===== config.mk =====
export PLATFORM = sky130hd
export DESIGN_NAME = fetch_stage
export DESIGN_NICKNAME = d
export VERILOG_FILES = /design/src/rtl/fetch_stage_pkg.sv /design/src/rtl/fetch_hold_buf.sv /design/src/rtl/fetch_stage.sv
export SDC_FILE = /design/constraint.sdc
export NUM_CORES = 1
export LEC_CHECK = 0
export CAP_MARGIN = 20
export CORE_MARGIN = 2
export CORE_UTILIZATION = 44
export CTS_CLUSTER_DIAMETER = 50
export DETAILED_ROUTE_END_ITERATION = 8
export HOLD_SLACK_MARGIN = 0.15
export PLACE_DENSITY = 0.78
export REMOVE_ABC_BUFFERS = 1
export SLEW_MARGIN = 20
export SYNTH_ARGS = -nofsm -noshare
export SYNTH_HDL_FRONTEND = slang
export SYNTH_SLANG_ARGS = --single-unit

===== constraint.sdc =====
create_clock -name clk -period 2.01 [get_ports clk]
set_clock_uncertainty 0.1 [all_clocks]
set_input_delay 0.402 -clock clk [delete_from_list [all_inputs] [get_ports clk]]
set_output_delay 0.402 -clock clk [all_outputs]
set_load 0.005 [all_outputs]

===== src/rtl/fetch_stage_pkg.sv =====
// Shared fetch-stage definitions: FSM states, bubble encoding and default boot address.
package fetch_stage_pkg;

    localparam logic [31:0] RESET_PC_DEFAULT = 32'h0000_2000;
    localparam logic [31:0] NOP_INST         = 32'h0000_0013;  // addi x0,x0,0

    typedef enum logic [1:0] {
        S_BOOT = 2'd0,
        S_RUN  = 2'd1,
        S_HOLD = 2'd2,
        S_KILL = 2'd3
    } fetch_state_e;

endpackage


===== src/rtl/fetch_hold_buf.sv =====
// Capture/hold register pair for the instruction in flight when the fetch stage is held.
module fetch_hold_buf #(
    parameter int unsigned W = 32
) (
    input  logic         clk_i,
    input  logic         rst_i,
    input  logic         capture_i,
    input  logic         release_i,
    input  logic         flush_i,
    input  logic [W-1:0] data_i,
    output logic [W-1:0] data_o,
    output logic         vld_o
);

    logic [W-1:0] data_q, data_d;
    logic         vld_q, vld_d;

    always_comb begin
        data_d = data_q;
        vld_d  = vld_q;
        if (flush_i) begin
            vld_d = 1'b0;
        end else if (capture_i) begin
            data_d = data_i;
            vld_d  = 1'b1;
        end else if (release_i) begin
            vld_d = 1'b0;
        end
    end

    always_ff @(posedge clk_i) begin
        if (rst_i) begin
            data_q <= '0;
            vld_q  <= 1'b0;
        end else begin
            data_q <= data_d;
            vld_q  <= vld_d;
        end
    end

    assign data_o = data_q;
    assign vld_o  = vld_q;

endmodule


===== src/rtl/fetch_stage.sv =====
// Instruction-fetch stage: owns the PC, drives synchronous imem, applies hazard holds and redirects.
// Optional FETCH_PERF_CNT_EN adds hold-cycle and kill-entry performance counters.
module fetch_stage
    import fetch_stage_pkg::*;
#(
    parameter logic [31:0] RESET_PC = RESET_PC_DEFAULT
) (
    input  logic        clk,
    input  logic        rst,
    input  logic        stall,
    input  logic        pc_delay,
    input  logic        noop,
    input  logic        redirect,
    input  logic [31:0] redirect_pc,
    output logic [31:0] imem_addr,
    output logic        imem_re,
    input  logic [31:0] imem_dout,
    output logic [31:0] inst_out,
    output logic [31:0] pc_out,
    output logic        inst_valid
`ifdef FETCH_PERF_CNT_EN
    ,
    output logic [31:0] perf_hold_cycles,
    output logic [31:0] perf_kill_cnt
`endif
);

    fetch_state_e state_q, state_d;
    logic [31:0]  pc_f_q, pc_f_d;
    logic [31:0]  pc_d_q, pc_d_d;
    logic         redir_pend_q, redir_pend_d;
    logic [31:0]  redir_pc_q, redir_pc_d;

    logic         hb_capture, hb_release, hb_flush;
    logic [31:0]  hold_inst;
    logic         hold_vld;

    logic [31:0]  redirect_tgt;
    logic         unused_redirect_lsbs;

    assign redirect_tgt         = {redirect_pc[31:2], 2'b00};
    assign unused_redirect_lsbs = ^redirect_pc[1:0];

    fetch_hold_buf #(.W(32)) u_hold_buf (
        .clk_i     (clk),
        .rst_i     (rst),
        .capture_i (hb_capture),
        .release_i (hb_release),
        .flush_i   (hb_flush),
        .data_i    (imem_dout),
        .data_o    (hold_inst),
        .vld_o     (hold_vld)
    );

    always_comb begin
        state_d      = state_q;
        pc_f_d       = pc_f_q;
        pc_d_d       = pc_d_q;
        redir_pend_d = redir_pend_q;
        redir_pc_d   = redir_pc_q;
        hb_capture   = 1'b0;
        hb_release   = 1'b0;
        hb_flush     = 1'b0;

        if (stall) begin
            // Stalled redirects are parked; the newest target wins.
            if (redirect) begin
                redir_pend_d = 1'b1;
                redir_pc_d   = redirect_tgt;
            end
            if (state_q == S_RUN) begin
                state_d    = S_HOLD;
                hb_capture = !hold_vld;
            end
        end else if (redirect || redir_pend_q) begin
            pc_f_d       = redirect ? redirect_tgt : redir_pc_q;
            state_d      = S_KILL;
            hb_flush     = 1'b1;
            redir_pend_d = 1'b0;
        end else if (pc_delay) begin
            if (state_q == S_RUN) begin
                state_d    = S_HOLD;
                hb_capture = !hold_vld;
            end
        end else begin
            case (state_q)
                S_HOLD: begin
                    // A bubble on the release cycle must not consume the held instruction.
                    // imem_re was low while held, so imem_dout still carries the pc_f word.
                    if (!noop) begin
                        state_d    = S_RUN;
                        pc_d_d     = pc_f_q;
                        pc_f_d     = pc_f_q + 32'd4;
                        hb_release = 1'b1;
                    end
                end
                default: begin
                    state_d = S_RUN;
                    pc_d_d  = pc_f_q;
                    pc_f_d  = pc_f_q + 32'd4;
                end
            endcase
        end
    end

    always_ff @(posedge clk) begin
        if (rst) begin
            state_q      <= S_BOOT;
            pc_f_q       <= RESET_PC;
            pc_d_q       <= '0;
            redir_pend_q <= 1'b0;
            redir_pc_q   <= '0;
        end else begin
            state_q      <= state_d;
            pc_f_q       <= pc_f_d;
            pc_d_q       <= pc_d_d;
            redir_pend_q <= redir_pend_d;
            redir_pc_q   <= redir_pc_d;
        end
    end

    assign imem_addr = pc_f_q;
    assign imem_re   = !rst && (state_q != S_HOLD);

    always_comb begin
        inst_out   = NOP_INST;
        inst_valid = 1'b0;
        pc_out     = pc_d_q;
        case (state_q)
            S_RUN: begin
                inst_out   = imem_dout;
                inst_valid = 1'b1;
            end
            S_HOLD: begin
                if (hold_vld) begin
                    inst_out   = hold_inst;
                    inst_valid = 1'b1;
                end
            end
            default: ;
        endcase
        if (noop && !stall) begin
            inst_out   = NOP_INST;
            inst_valid = 1'b0;
        end
    end

`ifdef FETCH_PERF_CNT_EN
    logic [31:0] hold_cnt_q, kill_cnt_q;
    logic        kill_entry;

    assign kill_entry = !stall && (redirect || redir_pend_q);

    always_ff @(posedge clk) begin
        if (rst) begin
            hold_cnt_q <= '0;
            kill_cnt_q <= '0;
        end else begin
            if (state_q == S_HOLD) hold_cnt_q <= hold_cnt_q + 32'd1;
            if (kill_entry)        kill_cnt_q <= kill_cnt_q + 32'd1;
        end
    end

    assign perf_hold_cycles = hold_cnt_q;
    assign perf_kill_cnt    = kill_cnt_q;
`endif

endmodule

==> flow_summary.toml <==
[run_status]
outcome = "complete, but fails checks"
failing_checks = "negative setup slack"

[routing]
final_antenna_net_count = 0
drc = 0
vias_per_cell = 5.605
drt-initial-drc-count = 635
routedWlPerCell_um = 17.17
drt-total-wl_um = 22200
total_via_count_in_the_routed_design = 7247
drt-pass1-iter-count = 5

[power_and_ir_drop]
p_per_area_nw_per_um2 = 715.6
combinationalPowerShare = 0.189
netSwitchingPower_mw = 1.852
vdd_drop_max_mv = 0.5093
clock_power_share = 0.409
power.sequential.fraction = 0.402
power.internal_mw = 5.200
swShare = 0.2626
leakage_nw = 3.581
post-layout-total-power_mw = 7.052

[sta]
grt_setup_unrepaired = "true"
worst_pin_slew_ps = 524.2
fin_hold_ws_ps = 175.0
timing_hold_violations_final = 0
slew_violations = 0
fin_crit_ps = 2351
timing.final.ws_setup_ps = -341.0
maxSlewHeadroom = 0.6506
timing.final.crit_share = 1.170
maxClockFrequency_mhz = 425.3
timing.final.setup_violations = 33
finalSetupTns_ps = -8772

[synthesis]
synth-seq-cells = 132
post_synth_inst_count = 855
synth_top_cells_by_count = "nand2_1, dfxtp_1, a21oi_1"
synth.area.top_cells = "dfxtp_1, nand2_1, a21oi_1"
synth_area_um2 = 6248
post-synth-top-count-cell = "nand2_1"
avgSynthCellArea_um2 = 7.308
yosys_most_used_dff = "dfxtp_1"
yosysUniqueCellTypes = 58
synth_edf_count = 0
synthArstFlopShare = 0
yosys.area.top_type_share = 0.4229
synth.largest_area_cell = "dfxtp_1"
synth_seq_area_share = 0.4229
synth.yosys.warnings = 0

[setup_path]
slowest_cp_cell = "dfxtp_4"
path_cells = "inv_4 -> ha_4 -> and2_4 -> buf_12 -> buf_16 -> buf_6 -> a22oi_2 -> nor2_1 -> buf_2"
cp-start-kind = "flip-flop"
critical_path_class = "flip-flop to output port"
critical_path_arrival_ps = 1850
critical_path_peak_fanout = 7
worst-r2r-setup-slack_ps = 50
cp-end-kind = "output port"
worstRegToRegCells = 5
cp_data_required_time_ps = 1510
timing.critical_path.slowest_cell_delay_ps = 360

[floorplan]
initial_core_util = 0.4502
die_h_um = 123.2
dieWidth_um = 123.2
dieArea_um2 = 15170
fp.coreArea_um2 = 13880
floorplan.rows = 43
top_level_pins = 168

[hold_path]
min_delay_path_depth = 2
timing.hold.worst.class = "input pin to flip-flop"

[grt]
grt_pass1_vias = 6766
global_route.usage.total = 0.2871
grt_start_max_net_pins = 49
grt_first_pass_wirelength_um = 33970
gr-total-overflow = 0
antenna_found_initial = 0

[cts]
tritoncts.num_buffers = 17
cts_max_path_buffers = 2
cts.htree.levels = 4
hold_buffers = 0
tritoncts = "done"
cts_sinks = 132
clockRootBuffer = "clkbuf_16"
worst_setup_hold_path_clk_slew_ps = 60
clk-insertion-delay-late_ps = 430

[final_layout]
n_antenna_cell = 0
finish.net_count = 1176
layout.cells.non_filler = 1293
area_of_all_placed_cells_without_fillers_um2 = 9854
final_layout_size_suffix_gt1_frac = 0.2498
area_growth_syn_to_layout_pct = 57.71
layout.core_utilization = 0.7099

[run]
max_cap_violations = 0

[placement]
place_inst = 1236
place_hpwl_um = 14370
buffer_ports.inserted = 165
place_congestion = 0.8993
area_post_placement_um2 = 8770
dpl_worst_slack_ps = -533.0
layer usage:
| metal | vias up | track usage | wire length [um] |
|---|---|---|---|
| li1 | 3477 | - | - |
| met1 | 3383 | 0.3520 | 9167 |
| met2 | 326 | 0.4739 | 10650 |
| met3 | 61 | 0.07334 | 1742 |
| met4 | 0 | 0.1278 | 640 |
| met5 | - | 0 | 0 |
critical path, delay by kind of cell, from the launching register on:
| kind | cells | cell delay (ps) |
|---|---|---|
| AOI/OAI and AO/OA | 1 | 150 |
| adders and majority gates | 1 | 150 |
| buffers and inverters | 5 | 530 |
| DFF | 1 | 360 |
| and+or+nand+nor | 2 | 220 |
state kept, by name (all words and copies together), names as in the netlist:
register           count
redir_pend_q           1
pc_out                32
u_hold_buf.vld_o       1
imem_addr             32
u_hold_buf.data_o     32
state_q                2
redir_pc_q            32
cells by family after synthesis:
family / synth area share
mux: 0.01462
compound gates: 0.2399
flops: 0.4229
buf+inv: 0.04966
fa+ha+maj: 0.01001
simple gates: 0.2629
worst paths after layout:
check,from,to
setup / recovery,state_q[0]$_SDFFE_PP0P_,inst_out[14]
hold / removal,rst,u_hold_buf.data_o[20]$_SDFFE_PP0P_
setup reg to reg,imem_addr[22]$_SDFFE_PP0P_,imem_addr[27]$_SDFFE_PP0P_
hold reg to reg,u_hold_buf.data_o[0]$_SDFFE_PP0P_,u_hold_buf.data_o[0]$_SDFFE_PP0P_
final cells by class:
cell class                      count  area, um^2
Sequential cell                   132        2660
Inverter                           11       43.79
Clock buffer                       27       493.0
Tap cell                          180       225.2
Clock inverter                      4       47.55
Fill cell                        1072        4026
Timing Repair Buffer              298        2716
Multi-Input combinational cell    641        3669
power groups by stage:
stage | logic (mW) | clock network (mW) | registers, mW
finish | 1.33 | 2.89 | 2.83
detailed placement | 1.17 | 0 | 2.87
global route | 1.43 | 3.06 | 2.84
floorplan | 0.388 | 0 | 2.90
global placement | 1.15 | 0 | 2.86
CTS | 1.26 | 2.92 | 2.82
placed cells by master, fill, tap and decap left out, drive strengths merged, types with 5 or more instances in the layout:
cell             n
nand2          234
buf            163
dfxtp          132
clkdlybuf4s50  129
a21oi          120
nor2            66
o21ai           33
a22oi           31
clkbuf          30
o211ai          14
nand3           13
nor3            13
inv             11
nor4            11
o22ai           10
mux2i            8
a211oi           6
and4             6
a31oi            5
and2             5
nor3b            5
ha               5
timing repair:
item                       in CTS  in global routing
gates resized for setup       188                 59
pin swaps                      35                 24
setup endpoints to repair      60                 50
cloned                          4                  2
buffers inserted               15                  7
Power figures use the tool's default switching activity.
